[src/rtl/fetch_inflight_buffer_pkg.sv]
// Shared definitions for the fetch in-flight buffer.
//   - Default geometry (depth, address and instruction widths).
//   - Bit layout of a packed entry {filled, addr, data}, data in the low bits.
//   - Classification of an i-cache response in a given cycle.
package fetch_inflight_buffer_pkg;

    localparam int unsigned FETCH_DEPTH        = 2;
    localparam int unsigned FETCH_ADDRESS_BITS = 12;
    localparam int unsigned FETCH_DATA_WIDTH   = 32;

    typedef enum logic [1:0] {
        RESP_NONE,
        RESP_DROP,      // owed by a redirect, discarded silently
        RESP_FILL,      // completes the oldest unfilled entry
        RESP_SPURIOUS   // nothing outstanding
    } resp_action_e;

    function automatic int unsigned entry_width(input int unsigned aw, input int unsigned dw);
        return 1 + aw + dw;
    endfunction

    function automatic int unsigned entry_addr_lsb(input int unsigned dw);
        return dw;
    endfunction

    function automatic int unsigned entry_filled_bit(input int unsigned aw, input int unsigned dw);
        return aw + dw;
    endfunction

    function automatic int unsigned ptr_width(input int unsigned depth);
        return (depth > 1) ? $clog2(depth) : 1;
    endfunction

endpackage

[src/rtl/fetch_inflight_buffer_wrap_ptr.sv]
// Modulo-DEPTH pointer with synchronous clear and increment.
//   clock  rising-edge clock
//   reset  asynchronous active-low reset (pointer -> 0)
//   clear  synchronous clear, takes priority over inc
//   inc    advance by one, wrapping DEPTH-1 -> 0
//   ptr    current pointer value
// The wrap uses an explicit compare so DEPTH need not be a power of two.
module fetch_inflight_buffer_wrap_ptr
    import fetch_inflight_buffer_pkg::*;
#(
    parameter int unsigned DEPTH = FETCH_DEPTH
) (
    input  logic                        clock,
    input  logic                        reset,
    input  logic                        clear,
    input  logic                        inc,
    output logic [ptr_width(DEPTH)-1:0] ptr
);

    localparam int unsigned PW = ptr_width(DEPTH);

    always_ff @(posedge clock or negedge reset) begin
        if (!reset) begin
            ptr <= '0;
        end else if (clear) begin
            ptr <= '0;
        end else if (inc) begin
            ptr <= (ptr == PW'(DEPTH - 1)) ? '0 : ptr + PW'(1);
        end
    end

endmodule

[src/rtl/fetch_inflight_buffer.sv]
// Fetch in-flight buffer: issues PC fetches to the i-cache, bounds outstanding
// requests to DEPTH, checks in-order responses against issued PCs and holds
// returned instructions until decode takes them. A redirect (flush) discards
// everything and remembers how many responses the cache still owes.
//   clock, reset                 rising-edge clock, async active-low reset
//   req_valid/req_addr/req_ready fetch request handshake
//   icache_read/icache_addr      read strobe and address to the i-cache
//   icache_valid/_resp_addr/_data  i-cache response
//   flush                        redirect
//   out_valid/out_pc/out_instruction/out_ready  decode handshake
//   inflight_count               allocated entries plus responses still to drop
//   err_order, err_spurious      sticky protocol error flags
module fetch_inflight_buffer
    import fetch_inflight_buffer_pkg::*;
#(
    parameter int unsigned ADDRESS_BITS = FETCH_ADDRESS_BITS,
    parameter int unsigned DATA_WIDTH   = FETCH_DATA_WIDTH,
    parameter int unsigned DEPTH        = FETCH_DEPTH
) (
    input  logic                         clock,
    input  logic                         reset,
    input  logic                         req_valid,
    input  logic [ADDRESS_BITS-1:0]      req_addr,
    output logic                         req_ready,
    output logic                         icache_read,
    output logic [ADDRESS_BITS-1:0]      icache_addr,
    input  logic                         icache_valid,
    input  logic [ADDRESS_BITS-1:0]      icache_resp_addr,
    input  logic [DATA_WIDTH-1:0]        icache_data,
    input  logic                         flush,
    output logic                         out_valid,
    output logic [ADDRESS_BITS-1:0]      out_pc,
    output logic [DATA_WIDTH-1:0]        out_instruction,
    input  logic                         out_ready,
    output logic [$clog2(DEPTH+1)-1:0]   inflight_count,
    output logic                         err_order,
    output logic                         err_spurious
);

    localparam int unsigned CW    = $clog2(DEPTH + 1);
    localparam int unsigned PW    = ptr_width(DEPTH);
    localparam int unsigned EW    = entry_width(ADDRESS_BITS, DATA_WIDTH);
    localparam int unsigned A_LSB = entry_addr_lsb(DATA_WIDTH);
    localparam int unsigned F_BIT = entry_filled_bit(ADDRESS_BITS, DATA_WIDTH);

    logic [EW-1:0]     entry_q [DEPTH];
    logic [CW-1:0]     count_q, drop_q;
    logic              err_order_q, err_spurious_q;
    logic [PW-1:0]     alloc_ptr, fill_ptr, pop_ptr;

    logic [DEPTH-1:0]  filled_vec;
    logic [CW-1:0]     filled_cnt, unfilled;
    logic [CW:0]       occupancy, owed_sum;
    logic [CW-1:0]     flush_drop;
    logic              accept, pop, do_fill;
    resp_action_e      resp;

    always_comb begin
        filled_cnt = '0;
        for (int unsigned i = 0; i < DEPTH; i++) begin
            filled_vec[i] = entry_q[i][F_BIT];
            filled_cnt    = filled_cnt + CW'(entry_q[i][F_BIT]);
        end
    end

    // Allocated-but-unfilled entries; popped entries have their filled bit cleared.
    assign unfilled  = count_q - filled_cnt;
    assign occupancy = {1'b0, count_q} + {1'b0, drop_q};

    // reset gating keeps every output at zero while reset is held.
    assign req_ready   = reset & ~flush & (occupancy < (CW+1)'(DEPTH));
    assign accept      = req_valid & req_ready;
    assign icache_read = accept;
    assign icache_addr = reset ? req_addr : '0;

    assign out_valid       = filled_vec[pop_ptr];
    assign out_pc          = entry_q[pop_ptr][A_LSB +: ADDRESS_BITS];
    assign out_instruction = entry_q[pop_ptr][DATA_WIDTH-1:0];
    assign pop             = out_valid & out_ready & ~flush;

    assign inflight_count = CW'(occupancy);
    assign err_order      = err_order_q;
    assign err_spurious   = err_spurious_q;

    always_comb begin
        resp = RESP_NONE;
        if (icache_valid) begin
            if (drop_q != '0)        resp = RESP_DROP;
            else if (unfilled != '0) resp = RESP_FILL;
            else                     resp = RESP_SPURIOUS;
        end
    end

    assign do_fill = (resp == RESP_FILL) & ~flush;

    // Responses owed after a redirect: prior drops plus unfilled entries, less
    // the response (if any) consumed in the flush cycle itself.
    assign owed_sum   = {1'b0, drop_q} + {1'b0, unfilled};
    assign flush_drop = (icache_valid && owed_sum != '0) ? CW'(owed_sum - (CW+1)'(1))
                                                         : CW'(owed_sum);

    fetch_inflight_buffer_wrap_ptr #(.DEPTH(DEPTH)) u_alloc_ptr (
        .clock (clock), .reset (reset), .clear (flush), .inc (accept),  .ptr (alloc_ptr)
    );
    fetch_inflight_buffer_wrap_ptr #(.DEPTH(DEPTH)) u_fill_ptr (
        .clock (clock), .reset (reset), .clear (flush), .inc (do_fill), .ptr (fill_ptr)
    );
    fetch_inflight_buffer_wrap_ptr #(.DEPTH(DEPTH)) u_pop_ptr (
        .clock (clock), .reset (reset), .clear (flush), .inc (pop),     .ptr (pop_ptr)
    );

    always_ff @(posedge clock or negedge reset) begin
        if (!reset) begin
            for (int unsigned i = 0; i < DEPTH; i++) entry_q[i] <= '0;
            count_q        <= '0;
            drop_q         <= '0;
            err_order_q    <= 1'b0;
            err_spurious_q <= 1'b0;
        end else begin
            if (flush) begin
                for (int unsigned i = 0; i < DEPTH; i++) entry_q[i][F_BIT] <= 1'b0;
                count_q <= '0;
                drop_q  <= flush_drop;
            end else begin
                // pop, alloc and fill always target distinct entries.
                if (pop) entry_q[pop_ptr][F_BIT] <= 1'b0;
                if (accept) begin
                    entry_q[alloc_ptr][A_LSB +: ADDRESS_BITS] <= req_addr;
                    entry_q[alloc_ptr][F_BIT]                 <= 1'b0;
                end
                if (do_fill) begin
                    entry_q[fill_ptr][DATA_WIDTH-1:0] <= icache_data;
                    entry_q[fill_ptr][F_BIT]          <= 1'b1;
                    if (icache_resp_addr != entry_q[fill_ptr][A_LSB +: ADDRESS_BITS])
                        err_order_q <= 1'b1;
                end
                count_q <= count_q + CW'(accept) - CW'(pop);
                if (resp == RESP_DROP) drop_q <= drop_q - CW'(1);
            end
            if (resp == RESP_SPURIOUS) err_spurious_q <= 1'b1;
        end
    end

endmodule

[config.mk]
export PLATFORM = sky130hd
export DESIGN_NAME = fetch_inflight_buffer
export DESIGN_NICKNAME = d
export VERILOG_FILES = /design/src/rtl/fetch_inflight_buffer_pkg.sv /design/src/rtl/fetch_inflight_buffer_wrap_ptr.sv /design/src/rtl/fetch_inflight_buffer.sv
export SDC_FILE = /design/constraint.sdc
export NUM_CORES = 1
export LEC_CHECK = 0
export CAP_MARGIN = 40
export CORE_MARGIN = 2
export CORE_UTILIZATION = 50
export CTS_CLUSTER_SIZE = 12
export DETAILED_ROUTE_END_ITERATION = 8
export PLACE_DENSITY = 0.8
export SLEW_MARGIN = 20
export SYNTH_ARGS = -nofsm -noshare
export SYNTH_HDL_FRONTEND = slang
export SYNTH_SLANG_ARGS = --single-unit
export TNS_END_PERCENT = 30
[constraint.sdc]
create_clock -name clock -period 3.4 [get_ports clock]
set_input_delay 0.34 -clock clock [delete_from_list [all_inputs] [get_ports clock]]
set_output_delay 0.34 -clock clock [all_outputs]
set_load 0.01 [all_outputs]
# Yosys cells after proc, flatten, opt, wreduce, memory -nomap -nowiden
# Index checks and enable logic that the tools add are counted.
dict set report word_totals {
  reg_bits 99
  input_bits 62
  output_inout_bits 63
}
dict set report classes {
  n_addsub 11
  order_cmp 8
  eq_ne 4
  n_mux 44
  n_bitwise 15
  reduce_logical 12
}
# operator count
set op_table {}
lappend op_table {{$mux 90} 5}
lappend op_table {{$mux 44} 7}
lappend op_table {{$demux 45 s1} 5}
lappend op_table {{$and 90x90->90} 2}
lappend op_table {{$bwmux 90} 2}
lappend op_table {{$not 90->90} 2}
lappend op_table {{$mux 45} 3}
lappend op_table {{$or 90x90->90} 1}
lappend op_table {{$mux 32} 1}
lappend op_table {{$mux 1} 14}
lappend op_table {{$mux 12} 1}
lappend op_table {{$mux 2} 6}
lappend op_table {{$ne 12x12->1} 1}
lappend op_table {{$reduce_bool 2->1} 6}
lappend op_table {{$add 2x2->3} 2}
lappend op_table {{$and 1x1->1} 6}
lappend op_table {{$ge 2x2->1 const B} 3}
lappend op_table {{$lt 2x1->1 const B} 3}
lappend op_table {{$not 1->2} 3}
lappend op_table {{$eq 2x2->1 const B} 2}
lappend op_table {{$logic_and 1x1->1} 4}
lappend op_table {{$sub 2x1->2 const B} 2}
lappend op_table {{$add 1x1->1 const B} 3}
lappend op_table {{$lt 3x2->1 const B} 1}
lappend op_table {{9 further kinds} 9}

# Longest topological paths before layout
dict set report logic_depth {
  word_depth 17
  depth_mapped 13
}

# Modules after synthesis
# Synthesis repeated with hierarchy kept, for this count alone.
dict set report unflattened {
  hier_cells 360
  area_unflattened_um2 4932.2
}
# mod instances cells_each area_each_um2
set by_module_without_submodules {}
lappend by_module_without_submodules {fetch_inflight_buffer 1 351 4819.6}
lappend by_module_without_submodules {fetch_inflight_buffer_wrap_ptr 3 3 37.5}

# Worst setup path before layout
# No wires, ideal clock.
dict set report synth_path {
  path_kind {register to register}
  startpoint {register entry_q[44] in the netlist's numbering}
  endpoint {register drop_q[1]}
  t_arrival_ps 3014
  required_ps 3317
  setup_slack_ps 304
  path_stages_with_launch 13
  cell_sequence {dfrtp_1 > inv_1 > fa_1 > inv_1 > ha_1 > or3_4 > and2_2 > fa_1 > ha_1 > a21boi_0 > mux2i_1 > nand2_1 > o21ai_0}
}
dict set report synth_between {
  elab_chain_cells 8
  word_cells_on_any_way 14
  cone_classes {add/sub (4); eq/ne (1); mux (5); reduce/logical (4)}
}
# item line_no
set synth_lines {}
lappend synth_lines {{start, declared} fetch_inflight_buffer.sv:46} ;# logic [EW-1:0] entry_q [DEPTH];
lappend synth_lines {{start signal, assigned by index} fetch_inflight_buffer.sv:128} ;# entry_q[alloc_ptr][A_LSB +: ADDRESS_BITS] <= req_addr;
lappend synth_lines {{start signal, assigned by index} fetch_inflight_buffer.sv:132} ;# entry_q[fill_ptr][DATA_WIDTH-1:0] <= icache_data;
lappend synth_lines {{$add 1x1->2 *} fetch_inflight_buffer.sv:62} ;# filled_cnt = filled_cnt + CW'(entry_q[i][F_BIT]);
lappend synth_lines {{$sub 2x2->2 *} fetch_inflight_buffer.sv:67} ;# assign unfilled = count_q - filled_cnt;
lappend synth_lines {{parallel branches: the longest is 6 deep, another holds $add 2x2->3} -}
lappend synth_lines {{end signal, assigned} fetch_inflight_buffer.sv:123} ;# drop_q <= flush_drop;
lappend synth_lines {{end signal, assigned} fetch_inflight_buffer.sv:138} ;# if (resp == RESP_DROP) drop_q <= drop_q - CW'(1);
lappend synth_lines {{end, declared} fetch_inflight_buffer.sv:47} ;# logic [CW-1:0] count_q, drop_q;
# Mark *: on every way between the ends.
# A chain may end at the register's enable or synchronous reset.

# Worst setup path in the final report
# Same ends and word-level chain as after synthesis.

==> impl_metrics.tcl <==
set metrics [dict create \
    slowest_delay_ps 560 \
    relSlewSlack_pct 49.1 \
    fin_crit_ps 3250 \
    grt_pass1_vias 3594 \
    routedWlPerCell_um 17.5 \
    hold_viol 0 \
    cpMaxStageDelayCell "fa_1" \
    clock_skew_ps 13.0 \
    avgViaCountPerCell 5.23 \
    start_kind "flip-flop" \
    r2r_end "drop_q[1]$_DFFE_PN0P_" \
    gp_congestion 0.721 \
    reg2reg_depth 12 \
    syn_nets 431 \
    rr_startpoint "entry_q[44]$_DFF_PN0_" \
    area_delta_synth_final_pct 30.7 \
    hold_path.class "primary input to async pin" \
    dp_hpwl_um 7500 \
    grt_pass1_wl_um 18400 \
    cts.sinks 99 \
    worstMarginPinSlew_ps 764 \
    cp_cell_sequence "inv_1 -> fa_1 -> inv_1 -> ha_1 -> or3_4 -> and2_2 -> fa_1 -> ha_1 -> a21boi_2 -> mux2i_1 -> nand2_1 -> o21ai_0" \
    p_total_uw 4580 \
    ant_nets 0 \
    numPortBuffers 124 \
    drt_first_iter_violations 67 \
    die_h_um 106 \
    post-cts-setup-buffers 0 \
    path_clk_slew_ps 90 \
    drc 0 \
    ios 125 \
    nets 559 \
    fin_ws_ps 150 \
    outcome "completed" \
    initial_core_util_pct 50.9 \
    fp.dieW_um 106 \
    critPathKind "flip-flop to flip-flop" \
    cts_tree "built" \
    core_sq_um 10200 \
    cp_max_fo 3 \
    min_period_over_period_pct 95.6 \
    synth_area_sq_um 5180 \
    numCtsBuffers 9 \
    reg2reg_setup_slack_ps 150 \
    pwr_density_cell_nw_per_um2 676 \
    arrival_ps 3530 \
    fin_setup_tns_ps 0 \
    first_pass_iters 4 \
    root_buffer "clkbuf_8" \
    htreeDepth 3 \
    leakagePower_uw 0.00310 \
    post_synth_inst_count 358 \
    fillers 760 \
    die-area_sq_um 11200 \
    vias 3282 \
    avgSynthCellArea_sq_um 14.5 \
    ys_seq_area_share_pct 47.8 \
    cp-end-kind "flip-flop" \
    place_ws_ps 34.6 \
    setup_viol 0 \
    num_antenna_cells 0 \
    grt_max_degree 64 \
    clk_latency_ps 370 \
    ir_drop_uv 349 \
    drive_above_1_share_pct 33.0 \
    ys_ff_latch 99 \
    clock_path_buffers 2 \
    grt_overflow_total 0 \
    grt_antenna_before_repair 0 \
    num_rows 37 \
    fmax_mhz 308 \
    grt_usage_pct 20.8 \
    drv_cap 0 \
    maxSlewViolCount 0 \
    cp.required_ps 3680 \
    ys_warn_count 0 \
    ys_types 36 \
    totalWireLength_um 11000 \
]
## cell type report
type                       instances  area (sq um)  area share, %
multi-input combinational        227          2510           37.0
sequential                        99          2480           36.6
timing repair buffer             136          1370           20.3
tap                              136           170           2.51
clock buffer                      11           131           1.94
clock inverter                     5          61.3          0.906
inverter                          13          48.8          0.721
## timing repair
| item | 4_1_cts | 5_1_grt |
|---|---|---|
| hold buffers | 1 | 0 |
| hold endpoints to repair | 14 | 0 |
| gates resized for setup | 0 | 3 |
| endpoints found under the setup margin | 0 | 2 |
## stage by stage
stage | instances | hold WS, ps | area [sq um] | utilization [%]
after global routing | 627 | 389 | 6770 | 66.4
after detailed placement | 608 | 248 | 6510 | 63.9
after global placement | 608 | 245 | 6510 | 63.9
after floorplan | 358 | 44.4 | 5180 | -
after CTS | 625 | 383 | 6710 | 65.9
final | 627 | 389 | 6770 | 66.4
## placed cells by master, fill, tap and decap left out, types with 2 or more instances in the layout
master / netlist / layout
xor2_1: 2 / 2
xnor2_1: 17 / 16
buf_4: 0 / 9
mux2_4: 58 / 58
mux2i_1: 13 / 13
clkdlybuf4s50_1: 0 / 123
fa_1: 3 / 3
nand2b_1: 2 / 2
clkbuf_1: 6 / 2
nor4_1: 3 / 3
dfrtp_1: 99 / 98
nand2_1: 8 / 8
a41o_1: 2 / 2
inv_1: 13 / 13
mux2_1: 6 / 6
clkbuf_8: 0 / 9
clkinv_4: 0 / 2
o21ai_0: 3 / 3
mux2_2: 69 / 69
ha_1: 8 / 8
a21oi_1: 2 / 2
nor2_1: 6 / 6
and2_1: 12 / 12
## critical path: cells and delay by family (launching register included)
kind | cells | cell delay [ps]
buf+inv | 2 | 120
compound gates | 2 | 290
mux | 1 | 240
fa+ha+maj | 4 | 1440
simple gates | 3 | 680
flops | 1 | 380
## synthesized netlist by cell type (all sizes together)
| library cell | n | area share [%] |
|---|---|---|
| nand2 | 9 | 0.70 |
| nand4 | 1 | 0.12 |
| nor4 | 3 | 0.36 |
| nand3 | 1 | 0.097 |
| fa | 3 | 1.2 |
| clkbuf | 6 | 0.43 |
| nor2b | 1 | 0.12 |
| nand2b | 2 | 0.24 |
| nor2 | 6 | 0.43 |
| a41o | 2 | 0.39 |
| xnor2 | 17 | 2.9 |
| mux2 | 133 | 33 |
| and2b | 1 | 0.14 |
| dfrtp | 99 | 48 |
| xor2 | 2 | 0.34 |
| nor4b | 1 | 0.46 |
| or2 | 1 | 0.12 |
| ha | 8 | 1.9 |
| mux2i | 13 | 2.5 |
| a21oi | 2 | 0.19 |
| a31oi | 1 | 0.12 |
| a41oi | 1 | 0.17 |
| a311oi | 1 | 0.29 |
| and2 | 13 | 1.6 |
| buf | 13 | 2.7 |
| o21ai | 3 | 0.29 |
| inv | 13 | 0.94 |
| or3 | 1 | 0.22 |
| a21boi | 1 | 0.14 |
## cell families (layout without fill, tap and decap cells)
| logic type | count (synthesis) | count (layout) | share of synthesized area, % |
|---|---|---|---|
| and+or+nand+nor | 40 | 40 | 4.61 |
| adders and majority gates | 11 | 11 | 3.09 |
| AOI/OAI and AO/OA | 11 | 11 | 1.59 |
| buffers and inverters | 32 | 165 | 4.03 |
| DFF | 99 | 99 | 47.8 |
| xor gates and xnor gates | 19 | 19 | 3.21 |
| muxes | 146 | 146 | 35.6 |
## report_power, final
part	internal, uW	leakage [uW]	total (uW)	switching (uW)
Clock	345	0.0000979	758	413
Combinational	1320	0.00169	2060	736
Sequential	1530	0.00131	1760	225
## routing by layer
layer	GRT usage (%)	routed length (um)	vias up
li1	-	-	1501
met2	32.9	5160	109
met3	6.49	720	10
met1	28.1	5010	1662
met5	0	0	-
met4	5.26	104	0
## flip-flops by register name, summed over array words and instances (netlist names)
register	cells
entry_q	90
count_q	2
drop_q	2
err_order	1
err_spurious	1
u_alloc_ptr.ptr	1
u_fill_ptr.ptr	1
u_pop_ptr.ptr	1
## worst max-delay path by stage
stage | start | to | depth (start not counted)
6_report | entry_q[44]$_DFF_PN0_ | drop_q[1]$_DFFE_PN0P_ | 12
2_1_floorplan | entry_q[44]$_DFF_PN0_ | drop_q[1]$_DFFE_PN0P_ | 12
4_1_cts | entry_q[44]$_DFF_PN0_ | drop_q[1]$_DFFE_PN0P_ | 13
5_1_grt | entry_q[44]$_DFF_PN0_ | drop_q[1]$_DFFE_PN0P_ | 12
3_5_place_dp | entry_q[44]$_DFF_PN0_ | drop_q[1]$_DFFE_PN0P_ | 13
3_3_place_gp | entry_q[44]$_DFF_PN0_ | drop_q[1]$_DFFE_PN0P_ | 12
No activity file was read; power rests on OpenSTA's default activity.
